**src/rtl/fetch_pkg.sv**
```systemverilog
// Shared types and constants for the instruction fetch stage.
//   fetch_state_e : fetch control states (IDLE, BUSY, DROP)
//   fetch_entry_t : instruction-buffer entry (instruction word + its address)
//   WORD_BYTES    : fetch stride in bytes
//   PC_AHEAD      : architectural R15 offset from the fetch address
package fetch_pkg;

    localparam int unsigned ADDR_W     = 32;
    localparam int unsigned DATA_W     = 32;
    localparam int unsigned WORD_BYTES = 4;
    localparam int unsigned PC_AHEAD   = 8;

    // Clears the byte-offset bits of a redirect target.
    localparam logic [ADDR_W-1:0] WORD_MASK = 32'hFFFF_FFFC;

    typedef enum logic [1:0] {
        IDLE = 2'd0,
        BUSY = 2'd1,
        DROP = 2'd2
    } fetch_state_e;

    typedef struct packed {
        logic [DATA_W-1:0] instr;
        logic [ADDR_W-1:0] pc;
    } fetch_entry_t;

endpackage

```
**src/rtl/fetch_unit_if.sv**
```systemverilog
// Bus bundle of the fetch stage: instruction-memory port, execute redirect,
// decode-side instruction stream and the register-bank PC write port.
//   master : the fetch unit
//   slave  : memory / execute / decode / register bank side
interface fetch_unit_if;
    logic        imem_req;
    logic [31:0] imem_addr;
    logic        imem_ack;
    logic [31:0] imem_rdata;

    logic        branch_valid;
    logic [31:0] branch_target;

    logic        instr_valid;
    logic [31:0] instr;
    logic [31:0] instr_pc;
    logic        instr_ready;

    logic [31:0] pc_write;
    logic        pc_w;

    modport master (
        output imem_req, imem_addr, instr_valid, instr, instr_pc, pc_write, pc_w,
        input  imem_ack, imem_rdata, branch_valid, branch_target, instr_ready
    );

    modport slave (
        input  imem_req, imem_addr, instr_valid, instr, instr_pc, pc_write, pc_w,
        output imem_ack, imem_rdata, branch_valid, branch_target, instr_ready
    );
endinterface

```
**src/rtl/fetch_fifo.sv**
```systemverilog
// DEPTH-entry synchronous instruction buffer.
//   clk, rst   : clock, synchronous active-high reset
//   push/data  : write an entry at the tail
//   pop        : drop the head entry
//   flush      : empty the buffer; overrides push and pop
//   head/valid : current head entry and its valid flag
//   count      : number of stored entries
module fetch_fifo
    import fetch_pkg::*;
#(
    parameter int unsigned DEPTH = 2
) (
    input  logic                         clk,
    input  logic                         rst,
    input  logic                         push,
    input  fetch_entry_t                 push_data,
    input  logic                         pop,
    input  logic                         flush,
    output fetch_entry_t                 head,
    output logic                         valid,
    output logic [$clog2(DEPTH+1)-1:0]   count
);
    localparam int unsigned PTR_W = (DEPTH > 1) ? $clog2(DEPTH) : 1;
    localparam int unsigned CNT_W = $clog2(DEPTH + 1);

    fetch_entry_t      mem [DEPTH];
    logic [PTR_W-1:0]  rd_ptr;
    logic [PTR_W-1:0]  wr_ptr;
    logic [CNT_W-1:0]  count_q;
    logic              do_push;
    logic              do_pop;

    // A full buffer still accepts a push when the head leaves in the same cycle.
    assign do_pop  = pop && (count_q != '0);
    assign do_push = push && ((count_q != CNT_W'(DEPTH)) || do_pop);

    // Storage and pointers; power-of-two DEPTH lets the pointers wrap naturally.
    always_ff @(posedge clk) begin
        if (rst) begin
            rd_ptr  <= '0;
            wr_ptr  <= '0;
            count_q <= '0;
            for (int i = 0; i < int'(DEPTH); i++) begin
                mem[i] <= '0;
            end
        end else if (flush) begin
            rd_ptr  <= '0;
            wr_ptr  <= '0;
            count_q <= '0;
        end else begin
            if (do_push) begin
                mem[wr_ptr] <= push_data;
                wr_ptr      <= wr_ptr + PTR_W'(1);
            end
            if (do_pop) begin
                rd_ptr <= rd_ptr + PTR_W'(1);
            end
            count_q <= count_q + CNT_W'(do_push) - CNT_W'(do_pop);
        end
    end

    assign head  = mem[rd_ptr];
    assign valid = (count_q != '0);
    assign count = count_q;

endmodule

```
**src/rtl/fetch_unit.sv**
```systemverilog
// Instruction fetch stage: owns the fetch PC, issues one word fetch at a time
// on the req/ack memory port, buffers returned words for decode, publishes
// R15 (fetch address + 8) to the register bank and follows execute redirects.
//   clk, rst : clock, synchronous active-high reset
//   bus      : fetch_unit_if.master (imem_*, branch_*, instr_*, pc_write, pc_w)
module fetch_unit
    import fetch_pkg::*;
#(
    parameter logic [31:0] RESET_VECTOR = 32'h0000_0000,
    parameter int unsigned DEPTH        = 2
) (
    input  logic         clk,
    input  logic         rst,
    fetch_unit_if.master bus
);
    localparam int unsigned CNT_W = $clog2(DEPTH + 1);
    localparam int unsigned OCC_W = CNT_W + 1;
    localparam logic [OCC_W-1:0] DEPTH_OCC = OCC_W'(DEPTH);

    fetch_state_e      state_q, state_d;
    logic [ADDR_W-1:0] fetch_pc_q, fetch_pc_d;
    logic              req_q, req_d;
    logic [ADDR_W-1:0] addr_q, addr_d;
    logic              pc_w_q, pc_w_d;
    logic [ADDR_W-1:0] pc_write_q, pc_write_d;

    logic              push;
    logic              pop;
    logic              flush;
    fetch_entry_t      push_entry;
    fetch_entry_t      head;
    logic              fifo_valid;
    logic [CNT_W-1:0]  count;
    logic [OCC_W-1:0]  occ_after_pop;

    fetch_fifo #(.DEPTH(DEPTH)) u_fifo (
        .clk       (clk),
        .rst       (rst),
        .push      (push),
        .push_data (push_entry),
        .pop       (pop),
        .flush     (flush),
        .head      (head),
        .valid     (fifo_valid),
        .count     (count)
    );

    assign push_entry    = '{instr: bus.imem_rdata, pc: addr_q};
    // Occupancy once this cycle's pop is taken; the slot it frees is reusable now.
    assign occ_after_pop = OCC_W'(count) - OCC_W'(pop);

    // Next-state and datapath control; a redirect outranks everything but reset.
    always_comb begin
        state_d    = state_q;
        fetch_pc_d = fetch_pc_q;
        addr_d     = addr_q;
        pc_w_d     = 1'b0;
        pc_write_d = pc_write_q;
        push       = 1'b0;
        flush      = 1'b0;
        pop        = fifo_valid && bus.instr_ready && !bus.branch_valid;

        if (bus.branch_valid) begin
            flush      = 1'b1;
            fetch_pc_d = bus.branch_target & WORD_MASK;
            unique case (state_q)
                IDLE:       state_d = IDLE;
                // An acked request is finished; otherwise its data must be dropped.
                BUSY, DROP: state_d = bus.imem_ack ? IDLE : DROP;
                default:    state_d = IDLE;
            endcase
        end else begin
            unique case (state_q)
                IDLE: begin
                    if (occ_after_pop < DEPTH_OCC) begin
                        state_d = BUSY;
                        addr_d  = fetch_pc_q;
                    end
                end
                BUSY: begin
                    if (bus.imem_ack) begin
                        push       = 1'b1;
                        fetch_pc_d = addr_q + ADDR_W'(WORD_BYTES);
                        pc_w_d     = 1'b1;
                        pc_write_d = addr_q + ADDR_W'(PC_AHEAD);
                        // Issue back-to-back only if the new entry still leaves a slot.
                        if ((occ_after_pop + OCC_W'(1)) < DEPTH_OCC) begin
                            state_d = BUSY;
                            addr_d  = addr_q + ADDR_W'(WORD_BYTES);
                        end else begin
                            state_d = IDLE;
                        end
                    end
                end
                DROP: begin
                    if (bus.imem_ack) begin
                        state_d = IDLE;
                    end
                end
                default: state_d = IDLE;
            endcase
        end

        req_d = (state_d != IDLE);
    end

    // State and output registers.
    always_ff @(posedge clk) begin
        if (rst) begin
            state_q    <= IDLE;
            fetch_pc_q <= RESET_VECTOR;
            req_q      <= 1'b0;
            addr_q     <= RESET_VECTOR;
            pc_w_q     <= 1'b0;
            pc_write_q <= '0;
        end else begin
            state_q    <= state_d;
            fetch_pc_q <= fetch_pc_d;
            req_q      <= req_d;
            addr_q     <= addr_d;
            pc_w_q     <= pc_w_d;
            pc_write_q <= pc_write_d;
        end
    end

    assign bus.imem_req    = req_q;
    assign bus.imem_addr   = addr_q;
    assign bus.instr_valid = fifo_valid;
    assign bus.instr       = head.instr;
    assign bus.instr_pc    = head.pc;
    assign bus.pc_w        = pc_w_q;
    assign bus.pc_write    = pc_write_q;

endmodule

```
**src/flat_wrapper.sv**
```systemverilog
// flat-port wrapper written by rule: the top's interface ports become plain ports
module fetch_unit_flat import fetch_pkg::*;
#(
    parameter logic [31:0] RESET_VECTOR = 32'h0000_0000,
    parameter int unsigned DEPTH        = 2
)
  (clk, rst, bus_imem_req, bus_imem_addr, bus_instr_valid, bus_instr, bus_instr_pc, bus_pc_write, bus_pc_w, bus_imem_ack, bus_imem_rdata, bus_branch_valid, bus_branch_target, bus_instr_ready);
  fetch_unit_if bus_i ();
  input  logic clk;
  input  logic rst;
  output wire logic [$bits(bus_i.imem_req)-1:0] bus_imem_req;
  output wire logic [$bits(bus_i.imem_addr)-1:0] bus_imem_addr;
  output wire logic [$bits(bus_i.instr_valid)-1:0] bus_instr_valid;
  output wire logic [$bits(bus_i.instr)-1:0] bus_instr;
  output wire logic [$bits(bus_i.instr_pc)-1:0] bus_instr_pc;
  output wire logic [$bits(bus_i.pc_write)-1:0] bus_pc_write;
  output wire logic [$bits(bus_i.pc_w)-1:0] bus_pc_w;
  input wire logic [$bits(bus_i.imem_ack)-1:0] bus_imem_ack;
  input wire logic [$bits(bus_i.imem_rdata)-1:0] bus_imem_rdata;
  input wire logic [$bits(bus_i.branch_valid)-1:0] bus_branch_valid;
  input wire logic [$bits(bus_i.branch_target)-1:0] bus_branch_target;
  input wire logic [$bits(bus_i.instr_ready)-1:0] bus_instr_ready;
  assign bus_imem_req = bus_i.imem_req;
  assign bus_imem_addr = bus_i.imem_addr;
  assign bus_instr_valid = bus_i.instr_valid;
  assign bus_instr = bus_i.instr;
  assign bus_instr_pc = bus_i.instr_pc;
  assign bus_pc_write = bus_i.pc_write;
  assign bus_pc_w = bus_i.pc_w;
  assign bus_i.imem_ack = bus_imem_ack;
  assign bus_i.imem_rdata = bus_imem_rdata;
  assign bus_i.branch_valid = bus_branch_valid;
  assign bus_i.branch_target = bus_branch_target;
  assign bus_i.instr_ready = bus_instr_ready;
  fetch_unit #(.RESET_VECTOR(RESET_VECTOR), .DEPTH(DEPTH)) u_core (.clk(clk), .rst(rst), .bus(bus_i));
endmodule
```
**config.mk**
```make
export PLATFORM = sky130hd
export DESIGN_NAME = fetch_unit_flat
export DESIGN_NICKNAME = d
export VERILOG_FILES = /design/src/rtl/fetch_pkg.sv /design/src/rtl/fetch_unit_if.sv /design/src/rtl/fetch_fifo.sv /design/src/rtl/fetch_unit.sv /design/src/flat_wrapper.sv
export SDC_FILE = /design/constraint.sdc
export NUM_CORES = 1
export LEC_CHECK = 0
export ABC_AREA = 1
export ABC_CLOCK_PERIOD_IN_PS = 4150
export CAP_MARGIN = 20
export CORE_MARGIN = 5
export CORE_UTILIZATION = 50
export DETAILED_ROUTE_END_ITERATION = 10
export HOLD_SLACK_MARGIN = 0.03
export PLACE_DENSITY = 0.73
export RECOVER_POWER = 50
export SYNTH_ARGS = -nofsm -noshare
export SYNTH_HDL_FRONTEND = slang
export SYNTH_SLANG_ARGS = --single-unit
```
**constraint.sdc**
```tcl
create_clock -name clk -period 4.15 [get_ports clk]
set_clock_uncertainty 0.2 [all_clocks]
set_input_delay 0.6225 -clock clk [delete_from_list [all_inputs] [get_ports clk]]
set_output_delay 0.6225 -clock clk [all_outputs]
set_load 0.05 [all_outputs]
```
==> results of run 1 <==
## critical path, cell delays in order
cell and delay (ns):
clkdlybuf4s50_1 0.47, clkbuf_1 1.27, nor2_1 0.30, clkinv_1 0.18, nor2_1 0.09, nand3_2 0.10
buf_4 0.40, nor2_1 0.09
## cell families after synthesis
group                      synth area share (%)
and+or+nand+nor                            20.1
AOI/OAI and AO/OA                          10.2
adders and majority gates                  1.22
DFF                                        52.9
muxes                                      6.41
xor gates and xnor gates                   1.17
buffers and inverters                      8.06
## synth_stat cells (3+ instances only)
master	n	area, µm²
o21ai_1	11	55.1
nand2_4	6	67.6
buf_4	7	52.6
edfxtp_1	128	3840
a21oi_1	87	435
mux2_2	64	721
xor2_1	13	114
buf_1	3	11.3
nand2_1	171	642
o221ai_1	5	43.8
buf_2	21	105
buf_6	12	135
a22o_1	20	175
o21ai_0	62	310
inv_2	6	22.5
ha_1	11	138
nor2_4	12	135
dfxtp_1	105	2100
a31oi_1	11	68.8
nand2_2	12	75.1
inv_1	136	510
nand4_1	7	43.8
nor2_2	15	93.8
nor2_1	214	803
clkbuf_1	17	63.8
nand3_1	72	360
## sequential cells by signal, summed over array words and instances (netlist names), 2 cells and up, named ones only
register              flops
u_core.u_fifo.count       2
u_core.bus.pc_write      32
u_core.u_fifo.mem       128
u_core.state_q            2
u_core.bus.imem_addr     32
u_core.fetch_pc_q        32
## power groups by stage
stage | clock, mW | sequential [mW] | combinational [mW]
final | 2.27 | 2.64 | 0.852
after global routing | 2.41 | 2.65 | 0.907
after CTS | 2.30 | 2.64 | 0.866
after detailed placement | 0 | 2.69 | 0.861
after global placement | 0 | 2.68 | 0.853
after floorplan | 0 | 2.80 | 0.416
## layer usage
metal  part of all wire, %  wire [µm]  GRT usage (%)
met1                    44      13700           33.3
met2                    45      14000           36.8
met5                     0          0              0
met3                   7.5       2330           3.84
met4                   2.9        890           7.39
## metrics by stage
step           instance area (µm²)  cells  hold WS, ns  setup slack [ns]  total power [mW]
3_3_place_gp                 13300   1674        0.252             0.479              3.54
2_1_floorplan                11200   1243        0.244             0.710              3.21
4_1_cts                      14200   1719        0.266             0.950              5.81
3_5_place_dp                 13300   1674        0.257             0.439              3.55
5_1_grt                      14200   1719        0.298             0.391              5.96
6_report                     14200   1719        0.265             0.645              5.76
## how the worst max path moves through the flow
| stage | startpoint | end | slack [ns] | cells past startpoint |
|---|---|---|---|---|
| floorplan | rst | u_core.u_fifo.mem[1][0] | 0.71 | 8 |
| global route | bus_branch_valid | u_core.u_fifo.mem[1][37] | 0.39 | 8 |
| CTS | flop | bus_instr_pc[10] | 0.95 | 3 |
| global placement | bus_branch_valid | u_core.bus.imem_addr[7] | 0.48 | 16 |
| detailed placement | bus_branch_valid | u_core.bus.imem_addr[24] | 0.44 | 16 |
| finish | bus_branch_valid | u_core.u_fifo.mem[1][48] | 0.65 | 8 |
## final cells by class
cell class / count / area [µm²]
clock buffers: 36 / 719
multi-input cells: 807 / 4390
well taps: 280 / 350
repair buffers: 212 / 2090
fillers: 1825 / 7800
clock inverters: 9 / 119
flip-flops and latches: 233 / 5950
inverters: 142 / 533
==> run metrics, run 1 <==
outcome=complete, but fails checks; failing checks=max-capacitance violations, max-slew violations; Starting Density=51.2%; routed vias/inst=5.39; via count=9,267; P_leak=5.74 nW; Comb power frac=14.8%; Max-Slew Margin vs Limit=-17.9%; Die ar.=0.0256 mm²; hold_buf cts=0; most frequent cells in the layout=nor2_1 (215), nand2_1 (170), clkdlybuf4s50_1 (143); Seq pwr share=45.8%; placer congestion estimate=0.933; Layout area overhead=25.9%; GRT overflow=0; DR DRC count=0; Post-CTS Resized=0; Synth Flop Type=edfxtp_1; crit path DAT=3.55 ns; All-Layer GR Usage=23.4%; Seq cells post-synth=233; worst vdd ir=0.000225 V; clock sinks=233; Finish-stage setup viols=0; final hold violation count=0; ANT cells=0; Inserted Clock Buffers=25; RSZ-0062 raised after global routing=false; Fin Setup TNS=0 ns; Die X=160 µm; CP startpoint kind=primary input; CP Capture Type=flop; worst min path class=flop to flop; R2R Setup Slk=0.83 ns; most common cell after layout, fill and taps aside=nor2_1; reg2reg end=u_core.bus.imem_addr[0]; Slew @ Worst Pin=1.77 ns; Synth async-reset ratio=0%; fin util=64.5%; largest net degree at the start of global routing=65; DP HPWL=21,300 µm; clock network power share=39.4%; Post-Syn Area=0.0112 mm²; H-tree depth=1; crit path time final=3.50 ns; drt wl/cell=18.0 µm; initial antenna violation count=0; Post-synth EDFFs=128; period utilization=84.4%; Synthesized Nets=1,323; yosys warns=0; layout cells sized above 1=11.9%; clock latency on the worst-skew pair=0.52 ns; max cap viols=2; power per cell area=407 mW/mm²; Clock Path Buffers=3; Final ANT Viol Nets=0; fin. max-slew vios=68; Syn Area/Cell=9.04 µm²; Worst Hold Depth=2; post-synthesis sequential area ratio=52.9%; number of port buffers=197; root buf cell=clkbuf_16; cell-internal power=4.21 mW; Worst Path Class, Setup=primary input to flop; Hold Path End=u_core.fetch_pc_q[4]; first-pass GRT wire length=48,700 µm; sw frac=26.9%; # IOs=200; first-pass iteration count of the detailed router=5; Rows=54; FMAX=285 MHz; switching power=1.55 mW; Core Area=0.0220 mm²; Syn Inst Count=1,243; vias in the first global route=8,838; min-delay src=u_core.fetch_pc_q[4]; Setup Fix Bufs, Post-CTS=0; r2r startpoint=u_core.state_q[1]; Required @ worst endpoint=4.20 ns; nets=1,501; Worst-path clk slew=0.06 ns; DRT iter0 DRCs=730; post-synth cell types=38; CTS tree=built; height of the chip=160 µm; Worst R2R Path Depth=7; crit path max fanout=39; total wire length=31,000 µm
Note: power is estimated with default switching activity, not from simulation.
==> inputs of run 2 (changes only) <==
ABC_CLOCK_PERIOD_IN_PS = 3100   (was 4150)
CORE_UTILIZATION = 48   (was 50)
PLACE_DENSITY = 0.74   (was 0.73)
clock period = 3.1 ns   (was 4.15 ns; I/O delays follow)
==> run 2 against run 1 <==
Net effect:
- the flow now finishes without violations
- critical path type is now flop to primary output
- critical path depth fell by 5
- die area rose by 3.9%
- highest routed layer unchanged
- largest cell class unchanged
- final area rose by 0.29%
==> run metrics, run 2 (same netlist as run 1, synthesis figures left out) <==
R2R Setup Slk=0.25 ns (was 0.83 ns); first-pass iteration count of the detailed router=6 (was 5); FMAX=333 MHz; Seq pwr share=46.6% (was 45.8%); CP startpoint kind=flop (was primary input); max cap viols=0 (was 2); outcome=completed (was complete, but fails checks); # IOs=200 (unchanged); max FFs per register=128 (unchanged); met1 Use GR=32.6% (was 33.3%); most common cell after layout, fill and taps aside=nor2_1 (unchanged); most used routing layer=met2 (unchanged); largest net degree at the start of global routing=72 (was 65); switching power=2.09 mW (was 1.55 mW); CP Capture Type=primary output (was flop); fin. max-slew vios=0 (was 68); sw frac=27.5% (was 26.9%); fin util=61.0% (was 64.5%); DP HPWL=21,500 µm (was 21,300 µm); Finish-stage setup viols=0 (unchanged); vias in the first global route=8,772 (was 8,838); drt wl/cell=17.3 µm (was 18.0 µm); Hold Path End=u_core.bus.imem_addr[1] (was u_core.fetch_pc_q[4]); final worst setup slack=0.0926 ns (was 0.645 ns); Setup Fix Bufs, Post-CTS=0 (unchanged); hold_buf cts=0 (unchanged); Layout area overhead=26.3% (was 25.9%); Rows=56 (was 54); crit path DAT=2.34 ns (was 3.55 ns); layout cells sized above 1=12.2% (was 11.9%); All-Layer GR Usage=22.4% (was 23.4%); Final ANT Viol Nets=0 (unchanged); Most flops, register=u_core.u_fifo.mem (unchanged); Worst Path Class, Setup=flop to primary output (was primary input to flop); CTS tree=built (unchanged); RSZ-0062 raised after global routing=false (unchanged); Worst R2R Path Depth=9 (was 7); root buf cell=clkbuf_16 (unchanged); period utilization=97.0%; fillcell total=2,089 (was 1,825); Worst Hold Depth=2 (unchanged); min-delay src=rst (was u_core.fetch_pc_q[4]); met3 GRT Util=2.62% (was 3.84%); Worst-path clk slew=0.06 ns (about the same); via count=9,198 (was 9,267); crit path time final=3.01 ns; met2 usage=35.7% (was 36.8%); r2r startpoint=u_core.state_q[1] (unchanged); P_leak=5.65 nW (was 5.74 nW); clock network power share=38.4% (was 39.4%); number of port buffers=197 (unchanged); Post-CTS Resized=0 (unchanged); Core Area=0.0233 mm² (was 0.0220 mm²); nets=1,507 (was 1,501); Starting Density=48.3% (was 51.2%); Multi-input gate area=0.00438 mm² (was 0.00439 mm²); most frequent cells in the layout=nor2_1 (216), nand2_1 (170), clkdlybuf4s50_1 (166) (was nor2_1 (215), nand2_1 (170), clkdlybuf4s50_1 (143)); Die X=163 µm (was 160 µm); clock sinks=233 (unchanged); Comb power frac=15.0% (was 14.8%); reg2reg end=u_core.u_fifo.mem[0][24] (was u_core.bus.imem_addr[0]); placer congestion estimate=0.897 (was 0.933); H-tree depth=1 (unchanged); cell-internal power=5.50 mW (was 4.21 mW); DP Worst Slack=-0.0595 ns (was 0.439 ns); final hold slack=0.212 ns (was 0.265 ns); GRT overflow=0 (unchanged); initial antenna violation count=0 (unchanged); power per cell area=535 mW/mm² (was 407 mW/mm²); Required @ worst endpoint=2.43 ns (was 4.20 ns); height of the chip=163 µm (was 160 µm); worst min path class=primary input to flop (was flop to flop); routed vias/inst=5.21 (was 5.39); clock latency on the worst-skew pair=0.52 ns (about the same); Inserted Clock Buffers=25 (unchanged); DRT iter0 DRCs=737 (was 730); total wire length=30,600 µm (was 31,000 µm); final hold violation count=0 (unchanged); worst vdd ir=0.000378 V (was 0.000225 V); FF/Latch Area=0.00595 mm² (unchanged); Slew @ Worst Pin=0.962 ns (was 1.77 ns); ANT cells=0 (unchanged); crit path max fanout=64 (was 39); first-pass GRT wire length=47,500 µm (was 48,700 µm); DR DRC count=0 (unchanged); Die ar.=0.0266 mm² (was 0.0256 mm²); Max-Slew Margin vs Limit=35.8% (was -17.9%); Clock Path Buffers=3 (unchanged)
## run 2: changes by cell type in the layout (fill, tap and decap cells not counted), moves of 2 or more
cell / delta
buf_4: +5
clkbuf_2: +2
clkdlybuf4s50_1: +23
clkinv_2: -3
clkinvlp_4: +4
dlygate4sd3_1: -23
o21ai_0: -4
o21ai_1: +4
## run 2: power groups by stage
stage | Clock [mW] | Sequential (mW) | Combinational, mW
after global placement | 0 | 3.59 | 1.14
after CTS | 2.96 | 3.53 | 1.16
final | 2.91 | 3.54 | 1.14
after global routing | 3.07 | 3.55 | 1.22
after detailed placement | 0 | 3.60 | 1.15
after floorplan | 0 | 3.74 | 0.558
## run 2: stage by stage
| step | power (mW) | instance area, µm² | instances | setup TNS, ns |
|---|---|---|---|---|
| final | 7.59 | 14200 | 1764 | 0 |
| after CTS | 7.65 | 14300 | 1764 | 0 |
| after detailed placement | 4.75 | 13500 | 1719 | -0.657 |
| after floorplan | 4.30 | 11200 | 1243 | 0 |
| after global routing | 7.84 | 14200 | 1764 | 0 |
| after global placement | 4.73 | 13500 | 1719 | -0.0331 |
## run 2: worst max path at each step
| stage | start | endpoint | slack (ns) | cells past startpoint |
|---|---|---|---|---|
| 3_3_place_gp | bus_branch_valid | u_core.bus.imem_addr[8] | -0.03 | 17 |
| 4_1_cts | flop | bus_instr_pc[31] | 0.07 | 3 |
| 6_report | flop | bus_instr_pc[19] | 0.09 | 3 |
| 5_1_grt | u_core.state_q[1] | u_core.u_fifo.mem[0][24] | 0.02 | 9 |
| 2_1_floorplan | bus_branch_valid | u_core.bus.imem_addr[7] | 0.40 | 17 |
| 3_5_place_dp | bus_branch_valid | u_core.bus.imem_addr[31] | -0.06 | 17 |
## run 2: routing by layer
| layer | share of wire [%] | wire [µm] |
|---|---|---|
| met1 | 45 | 13700 |
| met2 | 46 | 14200 |
| met3 | 6.6 | 2010 |
| met4 | 2.2 | 665 |
| met5 | 0 | 0 |
## run 2: final cells by class
type,count,share of cell area (%)
clock buffers,35,4.83
multi-input cells,807,30.8
flip-flops and latches,233,41.9
inverters,142,3.75
repair buffers,218,15.1
well taps,319,2.81
clock inverters,10,0.802
## run 2: worst max-delay path, stage by stage (launching register included)
cell             delay (ns)
dfxtp_2                0.34
buf_12                 0.31
mux2_2                 0.39
clkdlybuf4s50_1        0.73
==> inputs of run 3 (changes only) <==
CTS_CLUSTER_DIAMETER = 50   (was not set)
SKIP_CTS_REPAIR_TIMING = 1   (was not set)
==> run 3 against run 2 <==
Net effect:
- via count increased by 0.25%
- fmax decreased by 0.61%
- hold slack improved by 0.0047 ns
- final area increased by 0.80%
- first-iteration DRC count increased by 4.1%
- flip-flop and latch count unchanged
- sequential share of layout area decreased by 0.33 points
- register-to-register slack improved by 0.03 ns
- critical path type unchanged
==> run metrics, run 3 (same netlist as run 1, synthesis figures left out) <==
clock latency on the worst-skew pair=0.52 ns (about the same); max FFs per register=128 (unchanged); met1 Use GR=32.4% (was 32.6%); met3 GRT Util=2.62% (unchanged); largest net degree at the start of global routing=72 (unchanged); Starting Density=48.3% (unchanged); crit-path cells=buf_12, mux2_2, clkdlybuf4s50_1 (unchanged); Most flops, register=u_core.u_fifo.mem (unchanged); layout cells sized above 1=12.6% (was 12.2%); Crit path largest cell delay=0.76 ns (was 0.73 ns); R2R Setup Slk=0.28 ns (was 0.25 ns); period utilization=97.6% (was 97.0%); Finish-stage setup viols=0 (unchanged); Core Area=0.0233 mm² (unchanged); fin. max-slew vios=0 (unchanged); via count=9,221 (was 9,198); r2r startpoint=u_core.state_q[1] (unchanged); Max-Slew Margin vs Limit=35.2% (was 35.8%); placer congestion estimate=0.897 (unchanged); Worst Hold Depth=2 (unchanged); DR DRC count=0 (unchanged); Slew @ Worst Pin=0.971 ns (was 0.962 ns); CP startpoint kind=flop (unchanged); sw frac=27.1% (was 27.5%); outcome=completed (unchanged); routed vias/inst=5.22 (was 5.21); DP Worst Slack=-0.0595 ns (unchanged); Worst Path Class, Setup=flop to primary output (unchanged); final hold violation count=0 (unchanged); Required @ worst endpoint=2.43 ns (about the same); CTS tree=built (unchanged); post-route cell area=0.0143 mm² (was 0.0142 mm²); first-pass iteration count of the detailed router=5 (was 6); worst min path class=primary input to flop (unchanged); DP Area=0.0135 mm² (unchanged); CP Capture Type=primary output (unchanged); first-pass GRT wire length=47,500 µm (about the same); Worst R2R Path Depth=9 (unchanged); number of port buffers=197 (unchanged); reg2reg end=u_core.u_fifo.mem[0][24] (unchanged); final hold slack=0.216 ns (was 0.212 ns); worst vdd ir=0.000322 V (was 0.000378 V); crit path max fanout=64 (unchanged); DRT iter0 DRCs=767 (was 737); root buf cell=clkbuf_16 (unchanged); min-delay src=rst (unchanged); RSZ-0062 raised after global routing=false (unchanged); met2 usage=35.9% (was 35.7%); DP HPWL=21,500 µm (unchanged); H-tree depth=1 (unchanged); # IOs=200 (unchanged); All-Layer GR Usage=22.4% (about the same); total wire length=30,700 µm (was 30,600 µm); ANT cells=0 (unchanged); drt wl/cell=17.3 µm (about the same); clock network power share=40.6% (was 38.4%); Seq pwr share=44.9% (was 46.6%); most used routing layer=met2 (unchanged); crit path DAT=2.36 ns (was 2.34 ns); power per cell area=551 mW/mm² (was 535 mW/mm²); Hold Path End=u_core.bus.imem_addr[1] (unchanged); initial antenna violation count=0 (unchanged); Crit path buffers/inverters=2 (unchanged); crit path time final=3.03 ns (was 3.01 ns); nets=1,508 (was 1,507); height of the chip=163 µm (unchanged); FMAX=330 MHz (was 333 MHz); Die X=163 µm (unchanged); most frequent cells in the layout=nor2_1 (216), nand2_1 (170), clkdlybuf4s50_1 (168) (was nor2_1 (216), nand2_1 (170), clkdlybuf4s50_1 (166)); max cap viols=0 (unchanged); Final ANT Viol Nets=0 (unchanged); GRT overflow=0 (unchanged); switching power=2.14 mW (was 2.09 mW); Layout area overhead=27.3% (was 26.3%); Clock Path Buffers=3 (unchanged); most common cell after layout, fill and taps aside=nor2_1 (unchanged); Worst-path clk slew=0.06 ns (about the same); Comb power frac=14.5% (was 15.0%); Inserted Clock Buffers=26 (was 25); delay-heaviest family, CP=buffers and inverters (unchanged); cell-internal power=5.75 mW (was 5.50 mW); Slowest-stage cell, CP=clkdlybuf4s50_1 (unchanged); clock sinks=233 (unchanged); Rows=56 (unchanged); Die ar.=0.0266 mm² (unchanged); vias in the first global route=8,826 (was 8,772); fillcell total=2,062 (was 2,089); P_leak=5.69 nW (was 5.65 nW); final worst setup slack=0.0741 ns (was 0.0926 ns)
run 3: how the worst max path moves through the flow:
stage	endpoint	slack (ns)	depth (start not counted)
2_1_floorplan	u_core.bus.imem_addr[7]	0.40	17
3_3_place_gp	u_core.bus.imem_addr[8]	-0.03	17
3_5_place_dp	u_core.bus.imem_addr[31]	-0.06	17
4_1_cts	bus_instr_pc[31]	0.07	3
5_1_grt	bus_instr_pc[19]	0.02	3
6_report	bus_instr_pc[10]	0.07	3
run 3: routing by layer:
| layer | routed length (µm) | part of all wire, % | vias to the layer above |
|---|---|---|---|
| met3 | 1900 | 6.2 | 41 |
| li1 | - | - | 4494 |
| met2 | 14200 | 46 | 337 |
| met5 | 0 | 0 | - |
| met4 | 633 | 2.1 | 0 |
| met1 | 13900 | 45 | 4349 |
run 3: power groups by stage:
stage	Clock [mW]	Combinational, mW	Sequential, mW
after floorplan	0	0.558	3.74
after CTS	3.25	1.16	3.53
final	3.20	1.14	3.54
after detailed placement	0	1.15	3.60
after global placement	0	1.14	3.59
after global routing	3.37	1.22	3.55
run 3: area by class of cell:
class | instances | area, µm² | share of cell area (%)
well taps | 319 | 399 | 2.79
flip-flops and latches | 233 | 5950 | 41.6
inverters | 142 | 533 | 3.73
repair buffers | 218 | 2140 | 14.9
multi-input cells | 807 | 4380 | 30.6
clock buffers | 35 | 747 | 5.22
clock inverters | 13 | 166 | 1.16
run 3: stage by stage:
| stage | instances | power, mW | TNS, ns | util [%] |
|---|---|---|---|---|
| floorplan | 1243 | 4.30 | 0 | - |
| global placement | 1719 | 4.73 | -0.0331 | 57.9 |
| detailed placement | 1719 | 4.75 | -0.657 | 57.9 |
| CTS | 1767 | 7.94 | 0 | 61.9 |
| global route | 1767 | 8.14 | 0 | 61.5 |
| finish | 1767 | 7.88 | 0 | 61.5 |
